--- src/rtl/icache_pkg.sv ---
// icache_pkg: FSM state encoding, no-request sentinel and width helpers shared by the cache files
package icache_pkg;
  typedef enum logic [1:0] {
    IDLE     = 2'b00,
    READ_MEM = 2'b01,
    UPDATE   = 2'b10
  } state_e;
  localparam logic [63:0] NO_REQ_ADDR = 64'hFFFF_FFFF_FFFF_FFFC;
  function automatic int off_w(int words);
    return $clog2(words * 4);
  endfunction
  function automatic int idx_w(int sets);
    return $clog2(sets);
  endfunction
  function automatic int tag_w(int aw, int sets, int words);
    return aw - off_w(words) - idx_w(sets);
  endfunction
  function automatic int way_w(int ways);
    return (ways > 1) ? $clog2(ways) : 1;
  endfunction
endpackage

--- src/rtl/icache_way.sv ---
// icache_way: one way of the cache; per-set block, tag and valid with combinational lookup
module icache_way #(
  parameter int NUM_SETS = 8,
  parameter int IDX_W    = 3,
  parameter int TAG_W    = 25,
  parameter int BLK_W    = 128
) (
  input  logic             clk_i,
  input  logic             rst_i,
  input  logic             clr_i,
  input  logic [IDX_W-1:0] rd_idx_i,
  input  logic [TAG_W-1:0] rd_tag_i,
  output logic             hit_o,
  output logic [BLK_W-1:0] rd_blk_o,
  input  logic             wr_en_i,
  input  logic [IDX_W-1:0] wr_idx_i,
  input  logic [TAG_W-1:0] wr_tag_i,
  input  logic [BLK_W-1:0] wr_blk_i,
  output logic             wr_vld_o
);
  logic [BLK_W-1:0]    data_q [NUM_SETS];
  logic [TAG_W-1:0]    tag_q  [NUM_SETS];
  logic [NUM_SETS-1:0] valid_q;

  always_ff @(posedge clk_i or posedge rst_i)
    if (rst_i) valid_q <= '0;
    else if (clr_i) valid_q <= '0;
    else if (wr_en_i) valid_q[wr_idx_i] <= 1'b1;

  // payload needs no reset: a line is only visible through its valid bit
  always_ff @(posedge clk_i)
    if (wr_en_i) begin
      data_q[wr_idx_i] <= wr_blk_i;
      tag_q[wr_idx_i]  <= wr_tag_i;
    end

  assign hit_o    = valid_q[rd_idx_i] && (tag_q[rd_idx_i] == rd_tag_i);
  assign rd_blk_o = data_q[rd_idx_i];
  assign wr_vld_o = valid_q[wr_idx_i];
endmodule

--- src/rtl/set_assoc_instruction_cache.sv ---
// set_assoc_instruction_cache: N-way read-only I-cache with round-robin refill,
// flush and saturating hit/miss counters
module set_assoc_instruction_cache
  import icache_pkg::*;
#(
  parameter int ADDR_WIDTH      = 32,
  parameter int NUM_SETS        = 8,
  parameter int NUM_WAYS        = 2,
  parameter int WORDS_PER_BLOCK = 4,
  parameter int CNT_WIDTH       = 32
) (
  input  logic                                         clock,
  input  logic                                         reset,
  input  logic [ADDR_WIDTH-1:0]                        address,
  input  logic                                         flush,
  output logic [31:0]                                  readinst,
  output logic                                         busywait,
  output logic [ADDR_WIDTH-off_w(WORDS_PER_BLOCK)-1:0] mem_address,
  output logic                                         mem_read,
  input  logic [32*WORDS_PER_BLOCK-1:0]                mem_readinst,
  input  logic                                         mem_busywait,
  output logic [CNT_WIDTH-1:0]                         hit_count,
  output logic [CNT_WIDTH-1:0]                         miss_count
);
  localparam int OFF_W = off_w(WORDS_PER_BLOCK);
  localparam int IDX_W = idx_w(NUM_SETS);
  localparam int TAG_W = tag_w(ADDR_WIDTH, NUM_SETS, WORDS_PER_BLOCK);
  localparam int WAY_W = way_w(NUM_WAYS);
  localparam int BLK_W = 32 * WORDS_PER_BLOCK;
  localparam int BA_W  = ADDR_WIDTH - OFF_W;
  localparam logic [ADDR_WIDTH-1:0] NO_REQ = NO_REQ_ADDR[ADDR_WIDTH-1:0];

  state_e                         state_q, state_d;
  logic [BA_W-1:0]                miss_blk_q, miss_blk_d;
  logic                           flush_pend_q, flush_pend_d;
  logic [NUM_SETS-1:0][WAY_W-1:0] ptr_q, ptr_d;
  logic [CNT_WIDTH-1:0]           hit_cnt_q, hit_cnt_d, miss_cnt_q, miss_cnt_d;
  logic [NUM_WAYS-1:0]            way_hit, way_vld;
  logic [BLK_W-1:0]               way_blk [NUM_WAYS];
  logic [WORDS_PER_BLOCK-1:0][31:0] hit_blk;
  logic [WAY_W-1:0]               victim;
  logic                           req, idle, hit, miss, fill, clr;

  assign req  = address != NO_REQ;
  assign idle = state_q == IDLE;
  // a flush in IDLE wipes the lines on this edge, so nothing may hit or miss with it
  assign hit  = req && (|way_hit) && !(idle && flush);
  assign miss = idle && req && !hit && !flush;
  assign fill = (state_q == READ_MEM) && !mem_busywait;
  assign clr  = (idle && flush) || ((state_q == UPDATE) && (flush_pend_q || flush));

  assign busywait    = (req && !hit) || !idle;
  assign mem_read    = state_q == READ_MEM;
  assign mem_address = miss_blk_q;
  assign readinst    = hit_blk[address[2 +: OFF_W-2]];
  assign hit_count   = hit_cnt_q;
  assign miss_count  = miss_cnt_q;

  for (genvar w = 0; w < NUM_WAYS; w++) begin : g_way
    icache_way #(
      .NUM_SETS(NUM_SETS),
      .IDX_W   (IDX_W),
      .TAG_W   (TAG_W),
      .BLK_W   (BLK_W)
    ) u_way (
      .clk_i   (clock),
      .rst_i   (reset),
      .clr_i   (clr),
      .rd_idx_i(address[OFF_W +: IDX_W]),
      .rd_tag_i(address[ADDR_WIDTH-1 -: TAG_W]),
      .hit_o   (way_hit[w]),
      .rd_blk_o(way_blk[w]),
      .wr_en_i (fill && (victim == WAY_W'(w))),
      .wr_idx_i(miss_blk_q[IDX_W-1:0]),
      .wr_tag_i(miss_blk_q[BA_W-1 -: TAG_W]),
      .wr_blk_i(mem_readinst),
      .wr_vld_o(way_vld[w])
    );
  end

  always_comb begin
    hit_blk = '0;
    for (int i = 0; i < NUM_WAYS; i++) hit_blk |= way_hit[i] ? way_blk[i] : '0;
  end

  // lowest-numbered invalid way wins; otherwise the set's round-robin pointer
  always_comb begin
    victim = ptr_q[miss_blk_q[IDX_W-1:0]];
    for (int i = NUM_WAYS - 1; i >= 0; i--) victim = way_vld[i] ? victim : WAY_W'(i);
  end

  always_comb begin
    state_d      = miss ? READ_MEM : fill ? UPDATE : (state_q == UPDATE) ? IDLE : state_q;
    miss_blk_d   = miss ? address[ADDR_WIDTH-1:OFF_W] : miss_blk_q;
    flush_pend_d = (state_q == UPDATE) ? 1'b0 : flush_pend_q || (flush && !idle);
    ptr_d        = ptr_q;
    if (fill && (&way_vld))
      ptr_d[miss_blk_q[IDX_W-1:0]] = (victim == WAY_W'(NUM_WAYS - 1)) ? '0 : victim + 1'b1;
    hit_cnt_d    = (idle && hit && !(&hit_cnt_q)) ? hit_cnt_q + 1'b1 : hit_cnt_q;
    miss_cnt_d   = (miss && !(&miss_cnt_q)) ? miss_cnt_q + 1'b1 : miss_cnt_q;
  end

  always_ff @(posedge clock or posedge reset)
    if (reset) state_q <= IDLE;
    else state_q <= state_d;

  always_ff @(posedge clock or posedge reset)
    if (reset) begin
      miss_blk_q   <= '0;
      flush_pend_q <= 1'b0;
      ptr_q        <= '0;
      hit_cnt_q    <= '0;
      miss_cnt_q   <= '0;
    end else begin
      miss_blk_q   <= miss_blk_d;
      flush_pend_q <= flush_pend_d;
      ptr_q        <= ptr_d;
      hit_cnt_q    <= hit_cnt_d;
      miss_cnt_q   <= miss_cnt_d;
    end
endmodule

--- config.mk ---
export PLATFORM = sky130hd
export DESIGN_NAME = set_assoc_instruction_cache
export DESIGN_NICKNAME = d
export VERILOG_FILES = /design/src/rtl/icache_pkg.sv /design/src/rtl/icache_way.sv /design/src/rtl/set_assoc_instruction_cache.sv
export SDC_FILE = /design/constraint.sdc
export NUM_CORES = 2
export LEC_CHECK = 0
export CAP_MARGIN = 20
export CORE_ASPECT_RATIO = 2
export CORE_UTILIZATION = 66
export DETAILED_ROUTE_END_ITERATION = 6
export PLACE_DENSITY = 0.89
export RECOVER_POWER = 50
export SYNTH_ARGS = -nofsm -noshare
export SYNTH_HDL_FRONTEND = slang
export SYNTH_SLANG_ARGS = --single-unit
--- constraint.sdc ---
create_clock -name clock -period 17.85 [get_ports clock]
set_input_delay 2.6775 -clock clock [delete_from_list [all_inputs] [get_ports clock]]
set_output_delay 2.6775 -clock clock [all_outputs]
set_load 0.03 [all_outputs]
# After elaboration in Yosys (flattened, before gate mapping)
# Memory sizes are Yosys's and may differ from the RTL's.
# Index checks and enable logic that the tools add are counted.
# Widths: inputs -> output; s select.
# totals
regBits	119
in_bits	164
mem_count	4
out_inout_bits	126
elab_cells	105
ramBits	2448
# classes
reduce_logical	38
n_eq_ne	5
add_sub_neg	3
mux	32
order_cmp	4
bitwise_logic	4
# memory_table
memory	depth	word_bits	rd	rd_ports_with_merged_regs	wr	line	rtl
g_way[0].u_way.data_q	8	128	1	0	1	icache_way.sv:21	logic [BLK_W-1:0] data_q [NUM_SETS];
g_way[1].u_way.data_q	8	128	1	0	1	icache_way.sv:21	
g_way[0].u_way.tag_q	8	25	1	0	1	icache_way.sv:22	logic [TAG_W-1:0] tag_q [NUM_SETS];
g_way[1].u_way.tag_q	8	25	1	0	1	icache_way.sv:22	
# op_table
cell	n
$mux 128	2
$or 128x128->128	1
$add 32x1->32 const B	2
$bmux 32 s2	1
$reduce_and 32->1	2
$eq 25x25->1	2
$mux 32	1
$mux 8	4
$ne 32x32->1 const B	1
$logic_and 1x1->1	19
$or 8x8->8	2
$bmux 1 s3	5
$mux 1	14
$bwmux 8	1
$lt 3x4->1 const B	2
$logic_not 1->1	7
$mux 2	3
$logic_or 1x1->1	4
$reduce_bool 2->1	2
$demux 1 s3	1
$ge 3x1->1 const B	1
$lt 2x3->1 const B	1
$reduce_bool 3->1	1
$eq 2x1->1 const B	1
6 further kinds	6

# Logic depth before layout (Yosys ltp)
# depth
word_depth	10
ltp_mapped	16
mapped_depth_nobuf	9

# Modules after synthesis
# Synthesis repeated with hierarchy kept, for this count alone.
# hier_totals
cells_unflattened	4509
hier_area_um2	99939.6
# modules_own_cells
module	seq_area_each_um2	cells_each	area_per_inst_um2	n_inst
icache_way (g_way[1].u_way)	36955.4	1918	46684.8	1
icache_way (g_way[0].u_way)	36955.4	1918	46674.8	1
set_assoc_instruction_cache	2577.5	673	6580.1	1

# Worst setup path before layout
# OpenSTA, ideal clock, no wires.
# synth_path
path_type	input to register
from	input mem_busywait
to	memory g_way[0].u_way.data_q[0][0], enable pin
t_arrival_ns	9.470
path_buffers	1
setup_slack_ns	7.710
setup_ns	0.670
t_required_ns	17.180
stages	4
path_cell_list	nor2b_1 > nand2b_1 > clkbuf_1 > nor2_1
# synth_via
elab_chain_cells	5
# synth_rtl
item	line	rtl
from (decl)	set_assoc_instruction_cache.sv:21	input logic mem_busywait,
$logic_not 1->1	set_assoc_instruction_cache.sv:49	assign fill = (state_q == READ_MEM) && !mem_busywait;
$logic_and 1x1->1	set_assoc_instruction_cache.sv:49	
$logic_and 1x1->1	set_assoc_instruction_cache.sv:73	.wr_en_i (fill && (victim == WAY_W'(w))),
$mux 1	icache_way.sv:32	if (wr_en_i) begin
$mux 1 (not written as such)	icache_way.sv:33	data_q[wr_idx_i] <= wr_blk_i;
to (decl)	icache_way.sv:21	
# Every way passes these cells.

# Worst setup path in the final report
# layout_path
from	input address[5]
to	output readinst[11]
# layout_via
elab_chain_cells	7
elab_cells_between_ends	17
classes_between	eq/ne (2); mux (8); bitwise (1); reduce/logical (2); memory (4)
# layout_rtl
item	line	rtl
from (decl)	set_assoc_instruction_cache.sv:14	input logic [ADDR_WIDTH-1:0] address,
$mem_v2 8x25 / $bmux 1 s3 (equally long branches)	--	
$eq 25x25->1 / $mux 1 (equally long branches)	icache_way.sv:37	assign hit_o = valid_q[rd_idx_i] && (tag_q[rd_idx_i] == rd_tag_i);
$logic_and 1x1->1	icache_way.sv:37	
$mux 128	set_assoc_instruction_cache.sv:83	for (int i = 0; i < NUM_WAYS; i++) hit_blk |= way_hit[i] ? way_blk[i] : '0;
$or 128x128->128 (*)	set_assoc_instruction_cache.sv:83	
$bmux 32 s2 (*)	set_assoc_instruction_cache.sv:55	assign readinst = hit_blk[address[2 +: OFF_W-2]];
$mux 32 (not written as such) (*)	set_assoc_instruction_cache.sv:55	
to (decl)	set_assoc_instruction_cache.sv:16	output logic [31:0] readinst,
# Mark *: on every way between the ends. The rest lies on a longest branch, timed or not. The select of a mux whose other input is x is not followed.

==> flow_summary_export.csv <==
group,metric,value,unit
status,outcome,"finished with violations",
status,failed_checks,"max-capacitance violations, max-slew violations",
finish,fin_nets,5202,
drt,drcViolationCount,0,
sta,clock-skew-final,58.7,ps
power_and_ir_drop,vdd.ir_drop.worst,0.116,mV
drt,drt_iter0_drcs,8242,
logic_synthesis,synth-seq-cells,2567,
grt,grt_util_all_layers,37.3,%
finish,n_fill_cell,7526,
sta,totalNegativeSetupSlack,0,ps
cts,clk-insertion-delay-late,880,ps
floorplanning,floorplan.die.height,553,um
cts,cts-hold-fix-buffers,0,
drt,drtAntennaViolNets,0,
finish,multiInputGateArea,0.0225,mm^2
drt,detail_route.first_pass.iterations,6,
grt,grt_remaining_overflow,0,
power_and_ir_drop,switching_power,3.20,mW
logic_synthesis,synthFlopType,"edfxtp_1",
sta,timing.max_slew.rel_slack,-170,%
placed_design,replace_congestion,0.972,
cts,cts.clk_slew.worst_paths,70,ps
sta,report.final.hold_viol_count,0,
floorplanning,area_of_the_die,0.153,mm^2
grt,global_route_wire_length_before_repair,399000,um
grt,number_of_antenna_violations_at_the_first_check_in_global_routing,62,
logic_synthesis,synth.largest_area_cell,"edfxtp_1",
power_and_ir_drop,p_clk_share,35.6,%
placed_design,area_after_dpl,0.105,mm^2
cts,clock_tree.htree_level_count,4,
sta,timing_max_transition_violations_final,244,
worst_setup_path,critPathKind,"input pin to output port",
drt,route.met2.wl,143000,um
logic_synthesis,synthTopCellsByArea,"edfxtp_1 73%, mux4_2 12%, dfrtp_1 3.0%",
logic_synthesis,synth_sequential_area_ratio,76.4,%
finish,drive_above_1_share,21.9,%
floorplanning,floorplan.core_area,0.150,mm^2
drt,met3RoutedLength,31500,um
logic_synthesis,synth-async-reset-ratio,4.64,%
power_and_ir_drop,power_total,13.2,mW
sta,timing.final.setup_violations,0,
placed_design,dpl_worst_slack,6120,ps
cts,largest_buffer_count_on_any_clock_path,4,
finish,final_core_utilization,74.7,%
logic_synthesis,synth_area,0.100,mm^2
sta,max_freq,0.0840,GHz
cts,post_cts_resized,0,
sta,final_worst_path_period_share,66.7,%
finish,final_area,0.112,mm^2
placed_design,dp_hpwl,149000,um
run,max_cap_violations,8,
drt,drt-vias-per-instance,7.43,
finish,layout_common_cells,"2448 x edfxtp_1, 550 x mux4_2, 295 x mux2i_1",
hold_path,worst_hold_path_type,"flip-flop to flip-flop",
finish,ff_latch_area,0.0765,mm^2
finish,mostFrequentLayoutCell,"edfxtp_1",
floorplanning,die_x,277,um
drt,wirelength,283000,um
power_and_ir_drop,sequentialPowerShare,55.2,%
drt,vias,53361,
worst_setup_path,crit_fanout,93,
sta,worst_slew_pin_slew,4050,ps
cts,root_buffer,"clkbuf_16",
placed_design,total_of_buffers_placed_on_input_and_output_ports,289,
power_and_ir_drop,power_report.internal_total,9.99,mW
cts,post-cts-setup-buffer-count,0,
finish,area_growth,12.0,%
power_and_ir_drop,netSwitchingFraction,24.3,%
sta,rsz0062_at_grt,"no",
logic_synthesis,synth_nets,4848,
worst_setup_path,critical_path_arrival,9230,ps
logic_synthesis,ys_types,71,
cts,cts-buffers-inserted,209,
sta,fin_ws,5940,ps
grt,grt_start_max_net_pins,128,
floorplanning,io-pin-count,290,
grt,grt_pass1_vias,54171,
drt,top_sig_layer,"met5",
drt,met1Wirelength,84300,um
logic_synthesis,synth.avg_cell_area,21.4,um^2
logic_synthesis,synth-warning-count,0,
drt,post_drt_wl_per_cell,39.4,um
logic_synthesis,syn-instance-count,4682,
sta,period_needed,11910,ps
power_and_ir_drop,power_per_cell_area,118,mW/mm^2
logic_synthesis,netlist.area_leader.share,73.4,%
power_and_ir_drop,power.combinational.fraction,9.2,%
floorplanning,initial_core_util,66.7,%
floorplanning,std_cell_rows,201,
power_and_ir_drop,cell_leakage_power,36.0,nW
worst_setup_path,critical_path.endpoint_type,"output port",
cts,cts_sinks,2567,
logic_synthesis,synth_edf_count,2448,
worst_setup_path,worst-endpoint-required,15170,ps
worst_setup_path,worstSetupStartpointType,"input pin",
cts,cts_tree,"done",
-- worst max-delay path, cell delays in order --
cell,delay [ps]
buf_8,420
buf_4,850
buf_12,530
mux4_2,390
mux2i_1,220
xor2_1,360
nand4_1,570
inv_1,270
nand4_2,140
buf_4,350
o22ai_1,810
nor2_1,220
o32ai_1,440
clkdlybuf4s50_1,820
-- kinds of logic (layout without fill, tap and decap cells) --
family	after synthesis	count (layout)	synth area share [%]
flops	2567	2567	76.4
buf+inv	259	781	1.20
simple gates	388	388	2.07
mux	983	983	16.9
fa+ha+maj	2	2	0.0250
xor+xnor	79	79	0.691
other cells	0	50	0
compound gates	404	404	2.72
-- routing by layer --
layer  up-vias  global-route usage (%)
met1     27061                    43.8
met5         -                       0
met2      4753                    62.5
met4        22                    25.4
li1      20340                       -
met3      1185                    7.52
-- Yosys cell counts, types with 10 or more instances --
cell and count:
mux2i_1 295, clkbuf_1 105, mux2_2 137, o21ai_1 14, nand3_1 38, buf_1 30
buf_2 76, o21ai_0 102, a211oi_1 24, o21a_1 16, dfrtp_1 119, inv_1 18
o211ai_1 10, a211o_1 10, nand3b_1 12, a21bo_2 10, and3_1 14, a22o_1 18
or3_1 14, nor3_1 41, mux4_2 550, nor4_1 15, nor2_1 102, xnor2_1 31
edfxtp_1 2448, nor2b_1 13, nand2b_1 10, buf_4 18, a21oi_1 53, o32ai_1 15
a22oi_1 39, xor2_1 48, o22ai_1 45, nand2_1 53, nand4_1 38, a32oi_1 18
-- through the flow --
step	hold WS, ps	std cells
floorplan	474	4682
global placement	474	6749
detailed placement	479	6749
CTS	492	7128
global route	528	7155
finish	491	7182
-- power by group through the flow --
stage / logic, mW / clock network, mW / registers (mW)
2_1_floorplan: 0.590 / 0 / 7.42
3_3_place_gp: 1.16 / 0 / 7.35
3_5_place_dp: 1.19 / 0 / 7.39
4_1_cts: 1.21 / 4.71 / 7.27
5_1_grt: 1.25 / 4.89 / 7.30
6_report: 1.22 / 4.69 / 7.28
-- path summary, 6_finish.rpt --
check / start / slack, ps / to / depth (start not counted)
setup reg to reg: mem_address[0] / 11300 / g_way[1].u_way.tag_q[7][15] / 11
max in group asynchronous: reset / 10070 / mem_address[7] / 3
hold reg to reg: miss_count[28] / 490 / miss_count[28] / 1
setup / recovery: address[5] / 5940 / readinst[11] / 14
hold / removal: miss_count[28] / 490 / miss_count[28] / 1
min in group asynchronous: reset / 3040 / miss_count[9] / 2
-- sequential cells by signal (all words and copies together) (netlist names) --
name	flops
state_q	2
g_way.u_way.data_q	2048
g_way.u_way.tag_q	400
g_way.u_way.valid_q	16
mem_address	28
miss_count	32
ptr_q	8
hit_count	32
flush_pend_q	1
-- area by class of cell --
type / instances / share of cell area, %
Clock buffer: 242 / 4.85
Sequential cell: 2567 / 68.2
Inverter: 21 / 0.0781
Multi-Input combinational cell: 1856 / 20.1
Tap cell: 1928 / 2.15
Antenna cell: 50 / 0.112
Timing Repair Buffer: 381 / 3.33
Clock inverter: 137 / 1.18
No activity file was read; power rests on OpenSTA's default activity.
